**src/rtl/distance_filter_if.sv**
```systemverilog
// Sensor-side and decode-side signals of the distance filter, bundled for port hookup.
interface distance_filter_if #(parameter int W = 22);
  logic         ready;
  logic [W-1:0] distance_raw;
  logic [W-1:0] dist_avg;
  logic [1:0]   zone;
  logic         avg_valid;
  logic         filled;
  logic         stale;

  modport master (output ready, distance_raw,
                  input  dist_avg, zone, avg_valid, filled, stale);
  modport slave  (input  ready, distance_raw,
                  output dist_avg, zone, avg_valid, filled, stale);
endinterface

```
**src/rtl/distance_filter.sv**
```systemverilog
// Range check, power-of-two moving average and hysteretic zone classification
// of HC-SR04 distance samples; capture -> buffer -> output in three stages.
module distance_filter #(
  parameter int W          = 22,
  parameter int DEPTH_LOG2 = 2,
  parameter int SAFE_TH    = 1000,
  parameter int WARN_TH    = 500,
  parameter int HYST       = 50,
  parameter int MAX_RAW    = 23200,
  parameter int STALE_N    = 3
) (
  input  logic             clk_1MHz,
  input  logic             rst_n,
  distance_filter_if.slave bus
);
  localparam int DEPTH = 1 << DEPTH_LOG2;
  localparam int SW    = W + DEPTH_LOG2;
  localparam int WP    = W + 1;
  localparam int RW    = $clog2(STALE_N + 1);
  localparam int STAGES = 2;

  localparam logic [WP-1:0] SAFE_UP = WP'(SAFE_TH + HYST);
  localparam logic [WP-1:0] WARN_UP = WP'(WARN_TH + HYST);
  localparam logic [WP-1:0] SAFE_LO = WP'(SAFE_TH);
  localparam logic [WP-1:0] WARN_LO = WP'(WARN_TH);
  localparam logic [W-1:0]  MAX_V   = W'(MAX_RAW);
  localparam logic [RW-1:0] REJ_MAX = RW'(STALE_N);
  localparam logic [RW-1:0] REJ_ONE = RW'(1);
  localparam logic [DEPTH_LOG2-1:0] PTR_ONE = DEPTH_LOG2'(1);

  typedef enum logic [1:0] {DANGER = 2'd0, WARNING = 2'd1, SAFE = 2'd2} zone_t;

  logic                         r_ready_d;
  logic [STAGES:0]              r_vld_pipe;
  logic [W-1:0]                 r_cap;
  logic                         r_cap_bad;
  logic [DEPTH-1:0][W-1:0]      r_buf;
  logic [SW-1:0]                r_sum;
  logic [DEPTH_LOG2-1:0]        r_wr_ptr;
  logic                         r_filled;
  logic [RW-1:0]                r_rej;
  logic                         r_stale;
  logic [W-1:0]                 r_avg;
  zone_t                        r_zone;
  zone_t                        w_zone_nxt;
  logic                         w_cap;
  logic [W-1:0]                 w_avg_new;
  logic [WP-1:0]                w_a;

  assign w_cap     = bus.ready & ~r_ready_d;
  assign w_avg_new = W'(r_sum >> DEPTH_LOG2);
  assign w_a       = {1'b0, w_avg_new};

  // Stage 1 only forwards accepted samples, so rejects never strobe avg_valid.
  always_ff @(posedge clk_1MHz or negedge rst_n) begin
    if (!rst_n) r_vld_pipe <= '0;
    else        r_vld_pipe <= {r_vld_pipe[1], r_vld_pipe[0] & ~r_cap_bad, w_cap};
  end

  // ready_d resets high so a ready level held through reset is not an edge.
  always_ff @(posedge clk_1MHz or negedge rst_n) begin
    if (!rst_n) begin
      r_ready_d <= 1'b1;
      r_cap     <= '0;
      r_cap_bad <= 1'b0;
    end else begin
      r_ready_d <= bus.ready;
      if (w_cap) begin
        r_cap     <= bus.distance_raw;
        r_cap_bad <= (bus.distance_raw == '0) || (bus.distance_raw > MAX_V);
      end
    end
  end

  always_ff @(posedge clk_1MHz or negedge rst_n) begin
    if (!rst_n) begin
      r_buf    <= '0;
      r_sum    <= '0;
      r_wr_ptr <= '0;
      r_filled <= 1'b0;
      r_rej    <= '0;
      r_stale  <= 1'b0;
    end else if (r_vld_pipe[0]) begin
      if (!r_cap_bad) begin
        r_rej   <= '0;
        r_stale <= 1'b0;
        if (!r_filled) begin
          for (int i = 0; i < DEPTH; i++) r_buf[i] <= r_cap;
          r_sum    <= SW'(r_cap) << DEPTH_LOG2;
          r_wr_ptr <= PTR_ONE;
          r_filled <= 1'b1;
        end else begin
          r_sum           <= r_sum + SW'(r_cap) - SW'(r_buf[r_wr_ptr]);
          r_buf[r_wr_ptr] <= r_cap;
          r_wr_ptr        <= r_wr_ptr + PTR_ONE;
        end
      end else begin
        if (r_rej != REJ_MAX) r_rej <= r_rej + REJ_ONE;
        if (r_rej >= REJ_MAX - REJ_ONE) r_stale <= 1'b1;
      end
    end
  end

  always_comb begin
    w_zone_nxt = DANGER;
    case (r_zone)
      DANGER:  w_zone_nxt = (w_a >= SAFE_UP) ? SAFE :
                            (w_a >= WARN_UP) ? WARNING : DANGER;
      WARNING: w_zone_nxt = (w_a >= SAFE_UP) ? SAFE :
                            (w_a <  WARN_LO) ? DANGER : WARNING;
      SAFE:    w_zone_nxt = (w_a <  WARN_LO) ? DANGER :
                            (w_a <  SAFE_LO) ? WARNING : SAFE;
      default: w_zone_nxt = DANGER;
    endcase
  end

  // While stale the held zone is parked at DANGER so evaluation restarts there.
  always_ff @(posedge clk_1MHz or negedge rst_n) begin
    if (!rst_n) begin
      r_avg  <= '0;
      r_zone <= DANGER;
    end else if (r_vld_pipe[1]) begin
      r_avg  <= w_avg_new;
      r_zone <= w_zone_nxt;
    end else if (r_stale) begin
      r_zone <= DANGER;
    end
  end

  assign bus.dist_avg  = r_avg;
  assign bus.zone      = r_stale ? DANGER : r_zone;
  assign bus.avg_valid = r_vld_pipe[STAGES];
  assign bus.filled    = r_filled;
  assign bus.stale     = r_stale;
endmodule

```
**src/flat_wrapper.sv**
```systemverilog
// flat-port wrapper written by rule: the top's interface ports become plain ports
module distance_filter_flat 
#(
  parameter int W          = 22,
  parameter int DEPTH_LOG2 = 2,
  parameter int SAFE_TH    = 1000,
  parameter int WARN_TH    = 500,
  parameter int HYST       = 50,
  parameter int MAX_RAW    = 23200,
  parameter int STALE_N    = 3
)
  (clk_1MHz, rst_n, bus_ready, bus_distance_raw, bus_dist_avg, bus_zone, bus_avg_valid, bus_filled, bus_stale);
  distance_filter_if #(.W(W)) bus_i ();
  input  logic clk_1MHz;
  input  logic rst_n;
  input wire logic [$bits(bus_i.ready)-1:0] bus_ready;
  input wire logic [$bits(bus_i.distance_raw)-1:0] bus_distance_raw;
  output wire logic [$bits(bus_i.dist_avg)-1:0] bus_dist_avg;
  output wire logic [$bits(bus_i.zone)-1:0] bus_zone;
  output wire logic [$bits(bus_i.avg_valid)-1:0] bus_avg_valid;
  output wire logic [$bits(bus_i.filled)-1:0] bus_filled;
  output wire logic [$bits(bus_i.stale)-1:0] bus_stale;
  assign bus_i.ready = bus_ready;
  assign bus_i.distance_raw = bus_distance_raw;
  assign bus_dist_avg = bus_i.dist_avg;
  assign bus_zone = bus_i.zone;
  assign bus_avg_valid = bus_i.avg_valid;
  assign bus_filled = bus_i.filled;
  assign bus_stale = bus_i.stale;
  distance_filter #(.W(W), .DEPTH_LOG2(DEPTH_LOG2), .SAFE_TH(SAFE_TH), .WARN_TH(WARN_TH), .HYST(HYST), .MAX_RAW(MAX_RAW), .STALE_N(STALE_N)) u_core (.clk_1MHz(clk_1MHz), .rst_n(rst_n), .bus(bus_i));
endmodule
```
**config.mk**
```make
export PLATFORM = sky130hd
export DESIGN_NAME = distance_filter_flat
export DESIGN_NICKNAME = d
export VERILOG_FILES = /design/src/rtl/distance_filter_if.sv /design/src/rtl/distance_filter.sv /design/src/flat_wrapper.sv
export SDC_FILE = /design/constraint.sdc
export NUM_CORES = 1
export LEC_CHECK = 0
export ABC_AREA = 1
export BUFFER_PORTS_ARGS = -buffer_cell sky130_fd_sc_hd__buf_2
export CORE_MARGIN = 1
export CORE_UTILIZATION = 56
export CTS_CLUSTER_DIAMETER = 30
export DETAILED_ROUTE_END_ITERATION = 6
export PLACE_DENSITY = 0.77
export SLEW_MARGIN = 30
export SYNTH_ARGS = -nofsm -noshare
export SYNTH_HDL_FRONTEND = slang
export SYNTH_SLANG_ARGS = --single-unit
```
**constraint.sdc**
```tcl
create_clock -name clk_1MHz -period 2.9 [get_ports clk_1MHz]
set_input_delay 0.145 -clock clk_1MHz [delete_from_list [all_inputs] [get_ports clk_1MHz]]
set_output_delay 0.145 -clock clk_1MHz [all_outputs]
set_load 0.01 [all_outputs]
```
Word-level counts from Yosys, hierarchy flattened
Cells that the tools add are included.
- $add $sub $neg: 4
- order comparisons: 8
- muxes and demuxes: 21
- equality and inequality tests: 5
- bitwise operators: 4
- reductions and logical operators: 7
- operators by type and width (cell ; count):
    $bwmux 88 ; 1
    $mux 88 ; 1
    $bmux 22 s2 ; 1
    $demux 22 s2 ; 1
    $mux 22 ; 2
    $add 24x22->24 ; 1
    $mux 24 ; 1
    $sub 24x22->24 ; 1
    $ge 22x10->1 const B ; 1
    $ge 22x11->1 const B ; 1
    $gt 22x15->1 const B ; 1
    $logic_not 22->1 ; 1
    $lt 22x10->1 const B ; 1
    $lt 22x9->1 const B ; 1
    $mux 2 ; 9
    $ne 2x2->1 const B ; 3
    $pmux 2 s3 ; 1
    $reduce_and 2->1 ; 3
    $add 2x1->2 const B ; 2
    $mux 1 ; 4
    $lt 2x3->1 const B ; 1
    $and 1x1->1 ; 2
    $eq 2x1->1 const B ; 1
    $eq 2x2->1 const B ; 1
    6 further kinds ; 7
- bits of input ports: 25
- output and inout port bits: 27
- register bits after elaboration: 169

Depth between registers and ports, before layout
Gate-level depths: netlist of the first run.
- depth after elaboration: 6
- gate-level depth with buffers: 20
- mapped depth without buffers: 18

Worst setup path before layout of the first run
No wires, ideal clock.
- path kind: reg-to-reg
- from: reg u_core.r_wr_ptr[0]
- to: reg u_core.r_sum[12]
- path slack: -0.058 ns
- cell stages (with the launch flop): 17
- setup time: 0.117 ns
- data required time: 2.783 ns
- arrival time: 2.841 ns
- buffers on the path: 2
- path through: dfrtp_1 > buf_2 > clkinv_1 > clkbuf_1 > nor2_1 > o22ai_1 > fa_1 > fa_1 > inv_1 > nand2_1 > o21bai_1 > a21o_1 > nand2_1 > nand3_1 > nand3_1 > nand2_1 > nand2_1
- longest elaborated chain between the ends: 4
- ends and longest elaborated chain (item ; RTL line ; source):
    start: declaration ; distance_filter.sv:39 ; logic [DEPTH_LOG2-1:0] r_wr_ptr;
    start signal: assignment ; distance_filter.sv:95 ; r_wr_ptr <= r_wr_ptr + PTR_ONE;
    $bmux 22 s2 ; distance_filter.sv:93 ; r_sum <= r_sum + SW'(r_cap) - SW'(r_buf[r_wr_ptr]);
    $mux 22 (not written as such) ; distance_filter.sv:93 ;
    $sub 24x22->24 ; distance_filter.sv:93 ;
    $mux 24 ; distance_filter.sv:87 ; if (!r_filled) begin
    end signal: assignment ; distance_filter.sv:89 ; r_sum <= SW'(r_cap) << DEPTH_LOG2;
    end signal: assignment ; distance_filter.sv:93 ;
    end: declaration ; distance_filter.sv:38 ; logic [SW-1:0] r_sum;
Every way passes these cells. The select of a mux whose other input is x is not followed.
A chain may end at the register's enable or synchronous reset.

Worst setup path after layout of the first run
- from: reg u_core.r_wr_ptr[0]
- to: reg u_core.r_sum[10]
The elaborated chain is that of the path after synthesis.

==> metrics.md, run 1 <==
| Metric | Value |
|---|---|
| Boundary Pins | 52 |
| Cell depth of the worst setup path | 18 |
| Layout Nets | 1498 |
| Die Ht | 133 microns |
| CP Launch Point | u_core.r_wr_ptr[0] |
| P&R area growth vs syn | 33.6% |
| Period minus WS final | 3.11 ns |
| CP Launch Type | flip-flop |
| Share of Yosys cell area claimed by the top area cell type | 0.436 |
| Die ar. | 17800 sq um |
| Initial DRT Pass Iterations | 6 |
| Routed length per instance | 19.3 microns |
| Largest net degree at the start of global routing | 65 |
| R2R Path Start | u_core.r_wr_ptr[0] |
| Crit end category | flip-flop |
| DP Area | 10900 sq um |
| Final Hold Viols | 0 |
| CTS tree | yes |
| Post-synth ARST share | 1.00 |
| Buf/Inv on CP | 6 |
| Synthesized area per cell | 7.67 sq um |
| Worst Slack Setup Final | -0.206 ns |
| Max Cap Violations | 0 |
| Iter 0 DRT Violations | 1215 |
| Post-Route M1 WL | 12800 microns |
| Synth Flop Type | dfrtp_1 |
| Yosys reg bits | 169 |
| Worst Path Arrival | 3.49 ns |
| Row count | 47 |
| Reg-to-Reg End | u_core.r_sum[10] |
| Status | finished with violations |
| Fraction of layout cells with a size suffix above 1 | 0.288 |
| Post-synth top area cell | dfrtp_1 |
| Initial antenna violation count | 1 |
| Worst path slowest cell | fa_1 |
| CP Capture Point | u_core.r_sum[10] |
| Max-slew headroom | 0.397 |
| Mapped Cells | 1257 |
| Crit-path max cell delay | 0.51 ns |
| Post-synth EDFFs | 0 |
| RSZ-0062 raised after global routing | yes |
| Uppermost layer routed | met5 |
| Commonest non-fill, non-tap cell in the layout | nand2_1 |
| Filler cell count | ~1100 |
| Worst reg-to-reg setup slack | -0.21 ns |
| Post-route ant nets | 0 |
| # setup viols final | 18 |
| Syn. warnings | 0 |
| Die X-Extent | around 130 microns |
| Routability cong. | between 0.9 and 1 |
| Cell Area, Synth | 9650 sq um |
| Detailed-placement wirelength estimate | ~20000 microns |
| Crit-path max FO | 8 |
| Req. time, crit path | approximately 3.3 ns |
| Max-slew violations | 0 |
| Worst path cell trace | buf_6 -> clkinv_8 -> buf_12 -> o21ai_2 -> o22ai_2 -> fa_1 -> inv_2 -> ha_4 -> nand2_2 -> inv_2 -> buf_4 -> nand4_1 -> nand2_4 -> a21oi_2 -> or2_1 -> nand3_1 -> nand2_1 -> nand2_1 |
| Number of remaining DRC errors | 0 |
| Clk pin slew, worst setup/hold paths | 0.07 ns |
| Final critical-path share of the clock period | 1.07 |
| R2R depth | 18 |
| CTS buffer count | 17 |
| Top cells by area, synth | dfrtp_1, nand2_1, o21ai_0 |
| Routed wl met3 | 3180 microns |
| Port buffer count | 51 |
| Worst hold path type | primary input to flip-flop |
| Worst-Margin Slew | 0.905 ns |
| Met2 WL | 14600 microns |
| First-pass GRT wire length | just under 50000 microns |
| Vias in the first global route | 9460 |
| Failing checks | negative setup slack |
| Netlist cell types | 41 |
| H-tree depth | 4 |
| Ant diodes | 0 |
| Routed WL | 31900 microns |
| GRT Residual Overflow | 0 |
| Vias/cell | 5.99 |
| Fin area | 12900 sq um |
| Syn_nets | 1336 |
| Core ar. | about 17000 sq um |
| Initial Utilization | 0.578 |
| Via count | 9899 |
| Crit-path leading delay family | simple AND/OR/NAND/NOR gates |
| Register area share after synthesis | 0.439 |
| Total GRT Usage | 0.353 |
| Achievable frequency | 0.322 GHz |
| Worst skew pair latency | 0.45 ns |
| Final clock skew | 0.00946 ns |
| Total clock sinks | roughly 170 |
| Critical path type | flip-flop to flip-flop |
| Commonest non-fill, non-tap cells in the layout | nand2_1, dfrtp_1, o21ai_0, inv_1, buf_4 |
| Worst-case clock buffer depth | 2 |
| CTS root buffer | clkbuf_16 |
through the flow:
stage / std cells / utilization / setup WS [ns] / hold WS, ns / TNS (ns)
3_5_place_dp: 1584 / 0.650 / -0.213 / 0.131 / -1.99
2_1_floorplan: 1257 / - / 0.0501 / -0.151 / 0
3_3_place_gp: 1584 / 0.650 / -0.149 / 0.123 / -1.13
5_1_grt: 1652 / 0.772 / -0.370 / 0.0484 / -4.27
4_1_cts: 1645 / 0.737 / -0.0502 / 0.00637 / -0.138
6_report: 1652 / 0.772 / -0.206 / 0.0277 / -1.88
repair_timing:
action | 4_1_cts | 5_1_grt
endpoints found under the setup margin | 19 | 21
hold buffers | 19 | 0
pin swaps | 33 | 55
buffers inserted | 9 | 8
endpoints found under the hold margin | 66 | 0
gates cloned | 1 | 1
gates resized for setup | 122 | 154
flip-flops by register name (all words and copies together), names as in the netlist, 2 cells and up:
signal,count
u_core.r_zone,2
u_core.r_sum,24
u_core.r_wr_ptr,2
u_core.r_cap,22
u_core.r_vld_pipe,3
u_core.r_rej,2
u_core.r_buf,88
u_core.bus.dist_avg,22
layout make-up:
cell class | instances | area [sq um] | area share
Sequential cell | 169 | 4230 | 0.328
Timing Repair Buffer | 192 | 1570 | 0.122
Tap cell | 220 | 275 | 0.0214
Inverter | 159 | 612 | 0.0475
Multi-Input combinational cell | 880 | 5550 | 0.430
Clock buffer | 18 | 439 | 0.0341
Clock inverter | 14 | 220 | 0.0171
Yosys cell counts, drive strengths merged (2+ instances only):
library cell,n
nor4,3
clkinv,2
and2,3
inv,157
nand4,14
xor2,2
o21ai,207
nor3,13
a21o,2
nand2,322
fa,22
nor2,112
ha,32
o21bai,4
or2,3
o22ai,25
buf,9
dfrtp,168
a21oi,57
clkbuf,40
a22oi,4
nand3,49
layer usage:
layer  vias to the layer above  track usage
met5                         -            0
met4                         2        0.123
met3                       142       0.0986
met2                       646        0.557
met1                      4714        0.470
li1                       4395            -
tightest hold or removal path: cells and delay by family:
family                 cells  cell delay, ns
buffers and inverters      1            0.12
AND/OR/NAND/NOR            1            0.09
AO/OA/AOI/OAI              1            0.08
kinds of logic after synthesis:
| logic type | synth area share |
|---|---|
| adder cells (fa/ha/maj) | 0.0872 |
| flip-flops | 0.439 |
| buffers and inverters | 0.0825 |
| AND/OR/NAND/NOR | 0.222 |
| AO/OA/AOI/OAI | 0.167 |
| XOR/XNOR | 0.00272 |
worst min path at each step:
stage | from | to | slack (ns) | cells after the start
floorplan | rst_n | u_core.bus.dist_avg[0] | -0.15 | 0
global placement | rst_n | u_core.bus.dist_avg[4] | 0.12 | 1
detailed placement | rst_n | u_core.bus.dist_avg[7] | 0.13 | 1
CTS | bus_distance_raw[4] | u_core.r_cap[4] | 0.006 | 3
global route | bus_distance_raw[6] | u_core.r_cap[6] | 0.05 | 3
finish | bus_distance_raw[6] | u_core.r_cap[6] | 0.03 | 3
Power of run 1 is left out: the tool's default activity adds up to more than one toggle a clock period on the data nets, which glitch-free logic cannot reach.
==> inputs of run 2 (changes only) <==
--- a/config.mk
+++ b/config.mk
@@ -5,7 +5,6 @@
 export SDC_FILE = /design/constraint.sdc
 export NUM_CORES = 1
 export LEC_CHECK = 0
-export ABC_AREA = 1
 export BUFFER_PORTS_ARGS = -buffer_cell sky130_fd_sc_hd__buf_2
 export CORE_MARGIN = 1
 export CORE_UTILIZATION = 56
==> metrics.md, run 2 <==
| Metric | Value |
|---|---|
| Status | finished with violations |
| Failing checks | negative setup slack |
| Routability cong. | 0.880 (-11%) |
| Row count | 46 (-2.1%) |
| Vias in the first global route | 7263 (-23%) |
| Clk pin slew, worst setup/hold paths | 0.07 ns (about the same) |
| R2R depth | 16 (-2) |
| CP Launch Point | u_core.r_wr_ptr[0] |
| Achievable frequency | 0.278 GHz (-14%) |
| P&R area growth vs syn | 26.0% |
| Syn_nets | 1003 (-25%) |
| Max-slew headroom | 0.486 (+0.0892) |
| Crit-path max FO | 7 (-1) |
| Die ar. | 16700 sq um (-6.2%) |
| GRT Residual Overflow | 0 (unchanged) |
| Crit-path leading delay family | compound AO/OA/AOI/OAI gates |
| Final critical-path share of the clock period | 1.24 (+0.168) |
| Storage element area | 4230 sq um (about the same) |
| Reg-to-Reg End | u_core.r_sum[13] |
| Critical path type | flip-flop to flip-flop |
| CP Launch Type | flip-flop |
| Commonest non-fill, non-tap cell in the layout | dfrtp_1 |
| Fraction of layout cells with a size suffix above 1 | 0.263 (-0.0257) |
| DP Area | 10200 sq um (-5.8%) |
| Iter 0 DRT Violations | 618 (-49%) |
| Largest regs | u_core.r_buf x88, u_core.r_sum x24 |
| Crit-path max cell delay | 0.50 ns (about the same) |
| Worst path cell trace | buf_12 -> buf_12 -> mux4_2 -> fa_1 -> inv_1 -> ha_1 -> a21oi_1 -> o21ai_2 -> a21oi_2 -> o41ai_4 -> buf_4 -> buf_4 -> xnor2_2 -> nor2_1 -> a21oi_1 -> o21ai_1 |
| Number of remaining DRC errors | 0 (unchanged) |
| H-tree depth | 4 (unchanged) |
| CTS buffer count | 17 (unchanged) |
| Post-synth ARST share | 1.00 (unchanged) |
| Dpl cells | 1235 (-22%) |
| RSZ-0062 raised after global routing | yes |
| Crit end category | flip-flop |
| Routed length per instance | 18.3 microns (-5.3%) |
| Count leader, synth | dfrtp_1 |
| Period minus WS final | 3.59 ns (+0.488 ns) |
| Post-route ant nets | 0 (unchanged) |
| Worst skew pair latency | 0.43 ns (-0.02 ns) |
| Mapped Cells | 924 (-26%) |
| First-pass GRT wire length | 37500 microns (-22%) |
| Synth Flop Type | dfrtp_1 |
| # setup viols final | 21 (+3) |
| Leakage | 0.00541 uW |
| Most flops, register | u_core.r_buf |
| Buf/Inv on CP | 5 (-1) |
| Req. time, crit path | 3.21 ns (-0.07 ns) |
| Port buffer count | 51 (unchanged) |
| Detailed-placement wirelength estimate | 16100 microns (-17%) |
| Max reg flops | 88 (unchanged) |
| Worst Path Arrival | 3.91 ns (+0.42 ns) |
| Worst reg-to-reg setup slack | -0.69 ns (-0.49 ns) |
| Worst vdd ir | 0.000662 V |
| Initial Utilization | 0.571 (-0.00631) |
| Max Cap Violations | 0 (unchanged) |
| Final clock skew | 0.00953 ns (+0.0000745 ns) |
| Layout Nets | 1154 (-23%) |
| Die Ht | 129 microns (-3.1%) |
| Commonest non-fill, non-tap cells in the layout | dfrtp_1, nand2_1, o21ai_0, inv_1, buf_4 |
| Final instance count without filler cells | 1301 (-21%) |
| Worst-Margin Slew | 0.770 ns (-0.135 ns) |
| Worst hold path type | primary input to async pin |
| Pwr dens | 991 nW/um^2 |
| CP Capture Point | u_core.r_sum[13] |
| R2R Path Start | u_core.r_wr_ptr[0] |
| Filler cell count | 1041 (-1.6%) |
| Ant diodes | 0 (unchanged) |
| Synthesized area per cell | 9.78 sq um (+28%) |
| Routed WL | 23800 microns (-25%) |
| Initial antenna violation count | 0 (-1) |
| Max-slew violations | 0 (unchanged) |
| Initial DRT Pass Iterations | 6 (unchanged) |
| Die X-Extent | 129 microns (-3.1%) |
| Worst Slack Setup Final | -0.694 ns (-0.488 ns) |
| Post-synth top area cell | dfrtp_1 |
| Multi-input gate area | 4580 sq um (-17%) |
| Vias/cell | 5.83 (-2.8%) |
| Core ar. | 15800 sq um (-5.2%) |
| CTS root buffer | clkbuf_16 |
| Register area share after synthesis | 0.468 (+0.0293) |
| Netlist cell types | 59 (+44%) |
| Syn. warnings | 0 (unchanged) |
| Cell depth of the worst setup path | 16 (-2) |
| Largest net degree at the start of global routing | 82 (+26%) |
| Post-synth EDFFs | 0 (unchanged) |
| Via count | 7579 (-23%) |
| Commonest cells in the netlist | dfrtp_1, nand2_1, o21ai_0 |
| Boundary Pins | 52 (unchanged) |
| Final core occ | 0.720 (-0.0519) |
| Cell Area, Synth | 9040 sq um (-6.3%) |
| Total clock sinks | 169 (unchanged) |
| Final Hold Viols | 0 (unchanged) |
| Top cells by area, synth | dfrtp_1, o21ai_0, nand2_1 |
| Total GRT Usage | 0.298 (-0.0553) |
| Share of Yosys cell area claimed by the top area cell type | 0.465 (+0.0291) |
| CTS tree | yes |
| Worst path slowest cell | mux4_2 |
| Worst-case clock buffer depth | 2 (unchanged) |
| Fin area | 11400 sq um (-12%) |
| Yosys reg bits | 169 (unchanged) |
==> run 2: cell count changes after synthesis, moves of 7 or more <==
| cell | before | now |
|---|---|---|
| o22ai_1 | 25 | 2 |
| nor2_1 | 105 | 26 |
| nand4_1 | 14 | 4 |
| nand3_1 | 48 | 12 |
| o21ai_0 | 200 | 152 |
| nand2_2 | 7 | 0 |
| mux2_2 | 0 | 22 |
| a21oi_1 | 55 | 41 |
| nand2_1 | 315 | 156 |
| inv_1 | 154 | 99 |
| xnor2_1 | 1 | 12 |
| mux4_2 | 0 | 22 |
==> run 2: layout make-up <==
type                    instances  share of cell area
clock inverters                 9             0.00681
repair buffers                176               0.123
inverters                     100              0.0329
flip-flops and latches        169               0.371
well taps                     216              0.0237
multi-input cells             611               0.402
clock buffers                  20              0.0401
==> run 2: logic make-up after synthesis <==
kind of cell	synth area share
DFF	0.468
muxes	0.0888
and+or+nand+nor	0.112
AOI/OAI and AO/OA	0.162
buffers and inverters	0.0603
xor gates and xnor gates	0.0155
adders and majority gates	0.0930
==> run 2: worst min-delay path by stage <==
| stage | endpoint | slack [ns] |
|---|---|---|
| 3_5_place_dp | u_core.bus.dist_avg[8] | 0.24 |
| 5_1_grt | u_core.r_ready_d | 0.39 |
| 3_3_place_gp | u_core.bus.dist_avg[4] | 0.24 |
| 2_1_floorplan | u_core.bus.dist_avg[0] | -0.15 |
| 6_report | u_core.bus.dist_avg[8] | 0.33 |
| 4_1_cts | u_core.bus.dist_avg[8] | 0.35 |
==> run 2: report_power, final <==
part / internal (uW) / total (uW) / leakage [uW] / switching (uW)
clock network: 1200 / 2120 / 0.000259 / 922
logic: 2970 / 6180 / 0.00298 / 3200
registers: 2730 / 3000 / 0.00218 / 266
total: 6910 / 11300 / 0.00541 / 4390
==> run 2: layer usage <==
layer | up-vias | GRT usage | wire length, microns
met3 | 56 | 0.0590 | 1530
met1 | 3740 | 0.396 | 9960
met4 | 0 | 0.113 | 656
li1 | 3468 | - | -
met5 | - | 0 | 0
met2 | 315 | 0.487 | 11600
==> run 2: per-stage QoR <==
| stage | setup TNS (ns) | hold slack, ns | setup slack [ns] | total power (uW) |
|---|---|---|---|---|
| after floorplan | -5.36 | -0.151 | -0.457 | 6220 |
| after global placement | -8.60 | 0.239 | -0.576 | 7990 |
| after detailed placement | -10.18 | 0.238 | -0.660 | 8120 |
| after CTS | -10.43 | 0.354 | -0.715 | 10600 |
| after global routing | -13.60 | 0.393 | -0.836 | 12000 |
| final | -10.91 | 0.335 | -0.694 | 11300 |
==> run 2: repair_timing <==
action,4_1_cts,5_1_grt
resized for setup,21,36
buffers inserted,3,10
pin swaps,11,27
setup endpoints to repair,20,22
hold endpoints to repair,102,0
hold buffers,24,0
==> run 2: worst register-to-register path, delay by kind of cell (launching register included) <==
family | cells | cell delay, ns
compound gates | 6 | 0.94
flops | 1 | 0.39
simple gates | 1 | 0.05
fa+ha+maj | 2 | 0.88
xor+xnor | 1 | 0.11
buf+inv | 5 | 0.62
mux | 1 | 0.51
Power figures use the tool's default switching activity.
